File: config.mk
export PLATFORM = sky130hd
export DESIGN_NAME = ahb_arbiter
export DESIGN_NICKNAME = d
export VERILOG_FILES = /design/src/rtl/ahb_arbiter.sv
export SDC_FILE = /design/constraint.sdc
export NUM_CORES = 1
export LEC_CHECK = 0
export ABC_AREA = 1
export BUFFER_PORTS_ARGS = -buffer_cell sky130_fd_sc_hd__buf_2
export CAP_MARGIN = 20
export CELL_PAD_IN_SITES_DETAIL_PLACEMENT = 2
export CELL_PAD_IN_SITES_GLOBAL_PLACEMENT = 2
export CORE_MARGIN = 4
export CORE_UTILIZATION = 27
export DETAILED_ROUTE_END_ITERATION = 8
export GPL_TIMING_DRIVEN = 1
export PLACE_DENSITY_LB_ADDON = 0.25
export REMOVE_ABC_BUFFERS = 1
export SLEW_MARGIN = 20
export SYNTH_ARGS = -nofsm -noshare
export SYNTH_HDL_FRONTEND = slang
export SYNTH_SLANG_ARGS = --single-unit
File: constraint.sdc
create_clock -name HCLK -period 1.7 [get_ports HCLK]
set_input_delay 0.17 -clock HCLK [delete_from_list [all_inputs] [get_ports HCLK]]
set_output_delay 0.17 -clock HCLK [all_outputs]
set_load 0.03 [all_outputs]
File: src/rtl/ahb_arbiter.sv
// AHB2 (non-split) bus arbiter: round-robin grant hand-over at burst boundaries, held through locked sequences.
// Define ARB_FIXED_PRIORITY_EN to replace the rotation with fixed priority (master 0 highest).
module ahb_arbiter #(
   parameter int NUM_MASTER     = 4,
   parameter int DEFAULT_MASTER = 0
) (
   input  logic                  HCLK,
   input  logic                  HRESET,
   input  logic [NUM_MASTER-1:0] HBUSREQ,
   input  logic [NUM_MASTER-1:0] HLOCK,
   input  logic [1:0]            HTRANS,
   input  logic [2:0]            HBURST,
   input  logic                  HREADY,
   output logic [NUM_MASTER-1:0] HGRANT,
   output logic [3:0]            HMASTER,
   output logic                  HMASTLOCK
);

   localparam int IW = (NUM_MASTER > 1) ? $clog2(NUM_MASTER) : 1;
   localparam logic [IW-1:0] DEF_IDX = IW'(DEFAULT_MASTER);

   localparam logic [1:0] TR_IDLE   = 2'd0;
   localparam logic [1:0] TR_BUSY   = 2'd1;
   localparam logic [1:0] TR_NONSEQ = 2'd2;
   localparam logic [1:0] TR_SEQ    = 2'd3;

   logic [3:0]    bl;
   logic [3:0]    bl_next;
   logic [IW-1:0] owner;
   logic [IW-1:0] winner;
   logic          lock_hold;
   logic          arb_ok;

   // Remaining-beat count after this edge; fixed bursts load their length minus one.
   always_comb begin
      bl_next = bl;
      case (HTRANS)
         TR_NONSEQ: begin
            case (HBURST)
               3'd2, 3'd3: bl_next = 4'd3;
               3'd4, 3'd5: bl_next = 4'd7;
               3'd6, 3'd7: bl_next = 4'd15;
               default:    bl_next = 4'd0;
            endcase
         end
         TR_SEQ:  bl_next = (bl == 4'd0) ? 4'd0 : bl - 4'd1;
         TR_IDLE: bl_next = 4'd0;
         TR_BUSY: bl_next = bl;
         default: bl_next = bl;
      endcase
   end

   assign arb_ok = HREADY && (bl_next <= 4'd1) && !HLOCK[owner] && !lock_hold;

`ifdef ARB_FIXED_PRIORITY_EN
   // Scanning downward leaves the lowest-index requester as the winner.
   always_comb begin
      winner = DEF_IDX;
      for (int i = NUM_MASTER - 1; i >= 0; i--) begin
         if (HBUSREQ[IW'(i)]) winner = IW'(i);
      end
   end
`else
   logic [IW-1:0] rr_ptr;
   int            cand;

   // Scan from the farthest candidate back toward rr_ptr+1 so the nearest requester wins; the owner itself comes last.
   always_comb begin
      winner = DEF_IDX;
      cand   = 0;
      for (int i = NUM_MASTER; i >= 1; i--) begin
         cand = int'(rr_ptr) + i;
         if (cand >= NUM_MASTER) cand = cand - NUM_MASTER;
         if (HBUSREQ[IW'(cand)]) winner = IW'(cand);
      end
   end

   always_ff @(posedge HCLK) begin
      if (HRESET) begin
         rr_ptr <= DEF_IDX;
      end else if (arb_ok) begin
         rr_ptr <= winner;
      end
   end
`endif

   // Everything advances only on HREADY edges; HMASTER/HMASTLOCK follow the grant by one accepted transfer.
   always_ff @(posedge HCLK) begin
      if (HRESET) begin
         HGRANT    <= NUM_MASTER'(1) << DEF_IDX;
         owner     <= DEF_IDX;
         HMASTER   <= 4'(DEF_IDX);
         HMASTLOCK <= 1'b0;
         bl        <= 4'd0;
         lock_hold <= 1'b0;
      end else if (HREADY) begin
         bl        <= bl_next;
         lock_hold <= HLOCK[owner];
         HMASTER   <= 4'(owner);
         HMASTLOCK <= HLOCK[owner];
         if (arb_ok) begin
            owner  <= winner;
            HGRANT <= NUM_MASTER'(1) << winner;
         end
      end
   end

endmodule

Word level (Yosys, flattened, before mapping)
Index checks and enable logic that the tools add are counted.
{ "op_classes": {"magnitude_cmp": 10, "n_div": 0, "n_shift": 1, "bitwise_logic": 0, "reduce_logical": 11, "muxes": 25, "mul": 0, "n_eq_ne": 9, "addsub": 9} }
{ "ops": {"columns": ["cell", "count"], "rows": [
  ["$lt A2 B4 Y1 const B", 4],
  ["$mux W2", 8],
  ["$pmux W4 S4", 1],
  ["$eq A3 B3 Y1 const B", 4],
  ["$pmux W4 S3", 1],
  ["$bmux W1 S2", 5],
  ["$ge A3 B3 Y1 const B", 3],
  ["$mux W1", 9],
  ["$sub A2 B1 Y2 const B", 4],
  ["$add A2 B2 Y3 const B", 2],
  ["$eq A3 B2 Y1 const B", 2],
  ["$reduce_or A2 Y1", 3],
  ["$add A2 B3 Y4 const B", 1],
  ["$eq A2 B2 Y1 const B", 2],
  ["$ge A4 B3 Y1 const B", 1],
  ["$le A4 B1 Y1 const B", 1],
  ["$logic_not A4 Y1", 1],
  ["$mux W4", 1],
  ["$shl A1 B2 Y4 const A", 1],
  ["$sub A4 B1 Y4 const B", 1],
  ["$add A2 B1 Y3 const B", 1],
  ["$logic_and A1 B1 Y1", 3],
  ["$lt A2 B3 Y1 const B", 1],
  ["$eq A2 B1 Y1 const B", 1],
  ["3 further kinds", 4]
]} }
{ "word_totals": {"wordCells": 71, "romBits": 0, "input_bits": 16, "latchBits": 0, "output_inout_bits": 9, "register_bits": 15, "mem_bits_rw": 0, "memories": 0} }

Logic depth before layout (Yosys ltp)
Gate-level depths: netlist of the first run.
{ "depth": {"word_depth": 11, "ltp_mapped": 13, "ltp_nobuf": 13} }

Worst setup path after synthesis of the first run
Ideal clock, no wire load.
{ "synth_path": {"path_type": "register to register", "startpoint": "reg bl[0]", "endpoint": "reg HGRANT[2]", "arrival_ns": 1.350, "setup_ns": 0.067, "period_less_slack_ns": 1.417, "slack_ns": 0.283, "required_time_ns": 1.633, "path_buffers": 0, "stages_incl_launch_ff": 13, "cell_sequence": "dfxtp_1 inv_1 ha_1 inv_1 nand2_1 nand2_1 nand3_1 nand2_1 a21oi_4 nand2_4 nor2_4 nand2_1 a21oi_2"} }
{ "synth_between": {"elab_chain_len": 8, "word_cells_on_any_way": 9, "classes_between": "add/sub (1); order compare (1); mux (2); reduce/logical (5)"} }
{ "synth_rtl": {"columns": ["element", "line_no", "rtl"], "rows": [
  ["start, declared", "27", "logic [3:0] bl;"],
  ["start signal, assigned", "97", "bl <= bl_next;"],
  ["$sub A4 B1 Y4 or $logic_not A4 Y1 (tied branches)", "46", "TR_SEQ: bl_next = (bl == 4'd0) ? 4'd0 : bl - 4'd1;"],
  ["$mux W4", "46", null],
  ["$pmux W4 S4 (*)", "37", "case (HTRANS)"],
  ["$le A4 B1 Y1 (*)", "53", "assign arb_ok = HREADY && (bl_next <= 4'd1) && !HLOCK[owner] && !lock_hold;"],
  ["$logic_and A1 B1 Y1 (*) (3 in a row)", "53", null],
  ["$reduce_and A2 Y1 (no source line) (*)", null, null],
  ["end signal, assigned", "90", "HGRANT <= NUM_MASTER'(1) << DEF_IDX;"],
  ["end signal, assigned", "103", "HGRANT <= NUM_MASTER'(1) << winner;"],
  ["end, declared", "14", "output logic [NUM_MASTER-1:0] HGRANT,"]
]} }
Mark *: on every way between the ends. The rest lies on a longest branch, timed or not.
A chain may end at the register's enable or synchronous reset.

Worst setup path in the final report of the first run
{ "layout_path": {"startpoint": "reg bl[2]", "endpoint": "reg owner[1]"} }
{ "layout_between": {"elab_chain_len": 8, "word_cells_on_any_way": 9, "classes_between": "add/sub (1); order compare (1); mux (2); reduce/logical (5)"} }
{ "layout_rtl": {"columns": ["element", "line_no", "rtl"], "rows": [
  ["$sub A4 B1 Y4 or $logic_not A4 Y1 (tied branches)", "46", null],
  ["$mux W4", "46", null],
  ["$pmux W4 S4 (*)", "37", null],
  ["$le A4 B1 Y1 (*)", "53", null],
  ["$logic_and A1 B1 Y1 (*) (3 in a row)", "53", null],
  ["$reduce_and A2 Y1 (no source line) (*)", null, null],
  ["end signal, assigned", "102", "owner <= winner;"],
  ["end, declared", "29", "logic [IW-1:0] owner;"]
]} }
Marks and branches as above.

==> summary.md, run 1 <==
| Metric | Value |
|---|---|
| Status | finished, final reports clean |
| Hold worst-path end | HGRANT[2]$_SDFFE_PP0P_ |
| Final Skew | 8.582 ps |
| Vias in the first global route | between 1000 and 1500 |
| Final period utilization | 89.07% |
| IO Pins | 25 |
| IO buf count | 21 |
| Die height | 70.32 um |
| Share of cells above drive strength 1 | 26.42% |
| GR Overflow Total | 0 |
| Hold wc startpoint | HRESET |
| Final Setup Violations | 0 |
| Main flop type after synthesis | dfxtp_1 |
| Fin. Hold Viols | 0 |
| GR Layer Usage met3 | 3.597% |
| CTS sink cnt | 15 |
| Crit path max-delay cell type | dfxtp_1 |
| Slew Viols, Final | 0 |
| Worst-path cell chain | nor2_2 -> nand2_1 -> nand3b_1 -> nand2_2 -> a21oi_4 -> nand2_4 -> nor2_4 -> inv_1 -> a21oi_1 |
| Total setup buffers inserted after CTS | 0 |
| Synthesis-to-finish area growth | 21.12% |
| Starting density of the core | between 20 and 30% |
| Sw Ratio | 37.00% |
| CTS tree | done |
| Grt met1 use | between 10% and 20% |
| RSZ-0062 raised after global routing | no |
| Comb pwr share | a little under a third |
| Synth area leaders | dfxtp_1 29%, nand2_1 20%, inv_1 8.9% |
| Async SR Flop Fraction | 0% |
| H-tree Lvls | 1 |
| Post-Layout Cell Count | 241 |
| CP max FO | 8 |
| CTS resizes | 0 |
| Largest net degree at the start of global routing | 11 |
| Yosys top cell by area | dfxtp_1 |
| Largest stage delay on the critical path | 400 ps |
| # rows | 22 |
| Worst Path Arrival | 1710 ps |
| Sw power | ~0.00038 W |
| DR vias/cell | between 4 and 5 |
| Post-Syn Instances | 170 |
| Antenna viol nets, final | 0 |
| Maximum VDD drop | 0.3772 mV |
| Setup CP Type | flop to flop |
| Drt wl/cell | 12.74 um |
| Placed cells | 237 |
| Drc violations | 0 |
| Clock latency on the worst-skew pair | 250 ps |
| Gp weighted congestion | 0.8031 |
| Max Freq | 0.6604 GHz |
| Crit path max-delay family | simple AND/OR/NAND/NOR gates |
| Cell Int Power | between 0.0006 and 0.0007 W |
| Post-synth EDFFs | 0 |
| Worst setup EP type | flop |
| Library cells used by synthesis | 29 |
| FF-to-FF End | owner[1]$_SDFFE_PP0P_ |
| Aggregate global-route resource usage | between 10% and 20% |
| Clock slew at reported path FFs | roughly 70 ps |
| M2 GR Usage | 22.77% |
| Hold Buf Count CTS | 0 |
| First-pass GRT wire length | 5402 um |
| Setup tns final | 0 ps |
| Final nets | 211 |
| Clock power share | 29.5% |
| Clock Path Buffers | 2 |
| Yosys warnings | 0 |
| Max-cap viol count | 0 |
| Final-layout fill cell count | 485 |
| Worst r2r src | bl[2]$_SDFFE_PP0P_ |
| Core area | 3716 sq um |
| DR vias | 1116 |
| Sequential area share after synthesis | 28.64% |
| Starting DRT DRC Count | 16 |
| Synth Cell Area | between 1000 and 1500 sq um |
| Leakage | 0.6549 nW |
| CP required | between 1500 and 2000 ps |
| Hold crit path type | primary input to flop |
| Drt pass-1 iters | 4 |
| Most Crowded Layer GR | met2 |
| WP buf/inv | 1 |
| Antenna violations before repair | 0 |
| Post-synth top area share | 28.64% |
| Die area | slightly below 5000 sq um |
| Die W | about 70 um |
| Minimum clock period | roughly 1500 ps |
| # diodes | 0 |
| Hpwl dp | 2545 um |
| Power Total | ~0.001 W |
| Root buffer cell | clkbuf_8 |
| Crit path launch type | flop |
| FF-to-FF setup slack | 190 ps |
| Power Density | 809.8 nW/um^2 |
| R2r worst-path depth | 9 |
| Seq cells post-synth | 15 |
| Hold path cells | 2 |
| Avg Cell Area, Syn | 6.168 sq um |
| WL final | between 3000 and 4000 um |
| Sequential share of power | between 30% and 40% |
| Clock buffer count from CTS | 3 |
cells in the mapped netlist, types with 2 or more instances:
master / instances
inv_1: 25
buf_4: 2
nand2_1: 56
nor2_1: 8
nand2_2: 4
a21oi_1: 13
dfxtp_1: 15
inv_2: 5
o21ai_0: 10
nand3_1: 11
nor2_4: 3
sequential cells by signal (all words and copies together) (netlist names):
signal,cells
HGRANT,4
bl,4
HMASTER,2
owner,2
rr_ptr,2
lock_hold,1
worst max path at each step:
stage	end	cells past startpoint	from	slack [ps]
6_report	owner[1]$_SDFFE_PP0P_	9	bl[2]$_SDFFE_PP0P_	190
5_1_grt	rr_ptr[0]$_SDFFE_PP0P_	12	bl[1]$_SDFFE_PP0P_	9
4_1_cts	rr_ptr[1]$_SDFFE_PP0P_	10	bl[1]$_SDFFE_PP0P_	30
3_5_place_dp	rr_ptr[1]$_SDFFE_PP0P_	10	bl[1]$_SDFFE_PP0P_	50
3_3_place_gp	owner[1]$_SDFFE_PP0P_	10	bl[1]$_SDFFE_PP0P_	100
2_1_floorplan	HGRANT[2]$_SDFFE_PP0P_	12	bl[0]$_SDFFE_PP0P_	280
per-stage QoR:
step           util [%]  cell area [sq um]  hold WS (ps)  setup WS, ps
2_1_floorplan         -               1022         232.4         283.9
3_3_place_gp      32.15               1195         451.9         95.53
3_5_place_dp      32.15               1195         462.9         51.45
4_1_cts           33.47               1244         204.1         26.15
5_1_grt           34.18               1270         206.0         8.587
6_report          34.18               1270         204.5         185.8
logic make-up (layout without fill, tap and decap cells):
| kind of cell | Yosys count | after routing | share of synthesized area, % |
|---|---|---|---|
| AND/OR/NAND/NOR | 89 | 89 | 39.86 |
| buffers and inverters | 36 | 58 | 14.56 |
| AO/OA/AOI/OAI | 28 | 28 | 15.40 |
| flip-flops | 15 | 15 | 28.64 |
| adder cells (fa/ha/maj) | 1 | 1 | 1.193 |
| other | 1 | 2 | 0.3577 |
layout make-up:
type                       count  area [sq um]  area share [%]
clock buffer                   3         41.29           3.251
sequential                    15         301.5           23.74
timing repair buffer          22         112.6           8.867
tap                           48         60.06           4.729
inverter                      32         122.6           9.655
multi-input combinational    120         624.3           49.16
clock inverter                 1         7.507          0.5911
cells in the final DEF (no fill, tap or decap):
cell,count
nand4_1,1
ha_4,1
clkinv_1,1
inv_1,24
nor2_2,1
nand3b_1,1
buf_2,21
dfxtp_2,1
or2_0,1
inv_2,6
clkbuf_8,3
o21a_1,1
nand2_2,6
nand2_1,54
conb_1,2
inv_4,1
nand2_4,1
o21ai_1,1
nor2_1,7
a21oi_1,13
clkinvlp_4,1
or2_2,1
nand3b_4,1
a21oi_2,1
nand3_1,11
nor2_4,4
o31ai_1,1
o21ai_0,9
a31oi_1,1
a21oi_4,1
buf_4,1
dfxtp_1,14
power groups by stage:
stage	sequential (W)	combinational [W]	clock, W
detailed placement	0.000404	0.000320	0
global placement	0.000402	0.000302	0
finish	0.000398	0.000327	0.000303
CTS	0.000397	0.000325	0.000313
global route	0.000402	0.000375	0.000338
floorplan	0.000417	0.000208	0
routing by layer:
metal  vias up  routed length (um)
met4         0                  10
met5         -                   0
met3         2                 127
met1       527                1406
li1        571                   -
met2        16                1524
(Power assumes the default switching activity.)
==> inputs of run 2 (changes only) <==
- CORE_UTILIZATION: 27 -> 24
- clock period: 1.7 -> 1.2 ns (I/O delays scaled with it)
==> run 2 against run 1 <==
Against the previous run: the run now ends with negative setup slack left; critical path depth grew 3; critical endpoint is now HGRANT[2]$_SDFFE_PP0P_; sequential share of layout area shrank 2.6 points; highest routed layer unchanged; sequential cell count is the same; die area grew 11%; cell area grew 15%.
==> summary.md, run 2 (synthesis gave the netlist of run 1 again) <==
| Metric | Value |
|---|---|
| CTS tree | done |
| Clock buffer count from CTS | 3 |
| Sequential share of power | between 30% and 40% |
| Sw Ratio | 37.99% |
| DR vias | 1214 |
| Drc violations | 0 |
| Gp weighted congestion | between 0.7 and 0.8 |
| Worst setup EP type | flop |
| Hold Buf Count CTS | 0 |
| WL final | 3666 um |
| Failing checks | negative setup slack |
| FF-to-FF setup slack | -260 ps |
| Share of cells above drive strength 1 | 44.44% |
| Placed cells | 252 |
| Clock Path Buffers | 2 |
| Starting DRT DRC Count | 20 |
| Hold worst-path end | HGRANT[2]$_SDFFE_PP0P_ |
| Antenna viol nets, final | 0 |
| Max Freq | between 0.6 and 0.7 GHz |
| Comb pwr share | between 30% and 40% |
| Starting density of the core | 25.48% |
| Leakage | ~0.73 nW |
| Setup CP Type | flop to flop |
| Final Setup Violations | 9 |
| Fin. Hold Viols | 0 |
| Synthesis-to-finish area growth | 39.74% |
| Worst r2r src | bl[1]$_SDFFE_PP0P_ |
| Minimum clock period | 1456 ps |
| H-tree Lvls | 1 |
| Final nets | 225 |
| Clock power share | 28.1% |
| FF-to-FF End | HGRANT[2]$_SDFFE_PP0P_ |
| Die height | 74.10 um |
| Final period utilization | 121.4% |
| Hpwl dp | 2917 um |
| Hold crit path type | primary input to flop |
| Die W | between 70 and 80 um |
| Aggregate global-route resource usage | 14.54% |
| CTS sink cnt | 15 |
| Worst Path Arrival | 1660 ps |
| CP max FO | 8 |
| Hold wc startpoint | HRESET |
| Clock latency on the worst-skew pair | 260 ps |
| Antenna violations before repair | 0 |
| Sw power | 0.0006026 W |
| GR Overflow Total | 0 |
| # diodes | 0 |
| Crit path launch type | flop |
| Max-cap viol count | 0 |
| Hold path cells | 2 |
| Die area | 5490 sq um |
| Placed cell area | 1295 sq um |
| IO Pins | 25 |
| Most common cell after layout, fill and taps aside | nand2_1 |
| R2r worst-path depth | 12 |
| Status | finished, violations left |
| Core area | 4115 sq um |
| Largest net degree at the start of global routing | 11 |
| DR vias/cell | 4.724 |
| Root buffer cell | clkbuf_8 |
| Slew Viols, Final | 0 |
| Maximum VDD drop | 0.3084 mV |
| Drt wl/cell | around 14 um |
| First-pass GRT wire length | 6009 um |
| Final Skew | 5.502 ps |
| Power Density | 1083 nW/um^2 |
| Post-Layout Cell Count | 257 |
| Design Area, Final | around 1500 sq um |
| IO buf count | 21 |
| Cell Int Power | just under 0.001 W |
| Vias in the first global route | between 1000 and 1500 |
| Setup tns final | -2071 ps |
| Power Total | 0.001586 W |
| Largest registers | HGRANT (4), bl (4) |
| CP required | 1400 ps |
| Setup WS post-layout | -256.3 ps |
| Most frequent cells in the layout | 46 x nand2_1, 21 x inv_1, 21 x buf_2, 14 x buf_4, 13 x nand2_2 |
| Clock slew at reported path FFs | 70 ps |
| Dpl ws | -417.8 ps |
| Drt pass-1 iters | 4 |
| RSZ-0062 raised after global routing | yes |
| # rows | 23 |
-- run 2: per-stage QoR --
stage / util [%] / hold slack (ps)
final: 35.60 / 176.4
after global routing: 35.60 / 187.7
after CTS: 34.27 / 165.4
after detailed placement: 31.47 / 444.3
after global placement: 31.47 / 431.9
after floorplan: - / 182.4
-- run 2: critical path, cell delays in order (launching register included) --
cell	delay [ps]
dfxtp_2	330
inv_2	70
ha_4	160
inv_2	30
nand2_1	50
nand2_1	70
nand3_2	60
nand2_2	80
a21oi_4	140
nand2_4	120
nor2_4	110
nand2_1	70
a21oi_2	110
-- run 2: worst max-delay path by stage --
stage / start / end / slack [ps] / depth (start not counted)
floorplan: bl[0]$_SDFFE_PP0P_ / HGRANT[2]$_SDFFE_PP0P_ / -220 / 12
global placement: bl[1]$_SDFFE_PP0P_ / HGRANT[1]$_SDFFE_PP0P_ / -300 / 12
detailed placement: bl[0]$_SDFFE_PP0P_ / HGRANT[1]$_SDFFE_PP0P_ / -420 / 12
CTS: bl[1]$_SDFFE_PP0P_ / HGRANT[2]$_SDFFE_PP0P_ / -260 / 12
global route: rr_ptr[0]$_SDFFE_PP0P_ / HGRANT[0]$_SDFFE_PP1P_ / -370 / 13
finish: bl[1]$_SDFFE_PP0P_ / HGRANT[2]$_SDFFE_PP0P_ / -260 / 12
-- run 2: power groups by stage --
stage / Sequential [W] / Clock [W] / Combinational [W]
floorplan: 0.000591 / 0 / 0.000294
global placement: 0.000569 / 0 / 0.000472
detailed placement: 0.000573 / 0 / 0.000499
CTS: 0.000568 / 0.000460 / 0.000542
global route: 0.000575 / 0.000491 / 0.000642
finish: 0.000568 / 0.000446 / 0.000572
-- run 2: per-layer routing --
| layer | global-route usage, % | vias to the layer above | share of wire [%] |
|---|---|---|---|
| met5 | 0 | - | 0 |
| met4 | 6.640 | 0 | 2.3 |
| li1 | - | 593 | - |
| met3 | 2.703 | 7 | 3.3 |
| met2 | 27.46 | 21 | 55 |
| met1 | 15.45 | 593 | 40 |
-- run 2: timing repair --
item,CTS,global route
pin swaps,8,10
endpoints found under the setup margin,12,12
resized for setup,29,16
buffers inserted,1,1
endpoints found under the hold margin,0,0
-- run 2: final cells by class --
type,instances,area (sq um)
Clock buffer,3,41.29
Sequential cell,15,310.3
Multi-Input combinational cell,120,696.9
Timing Repair Buffer,36,221.5
Fill cell,508,2650
Tap cell,50,62.56
Inverter,32,125.1
Clock inverter,1,7.507
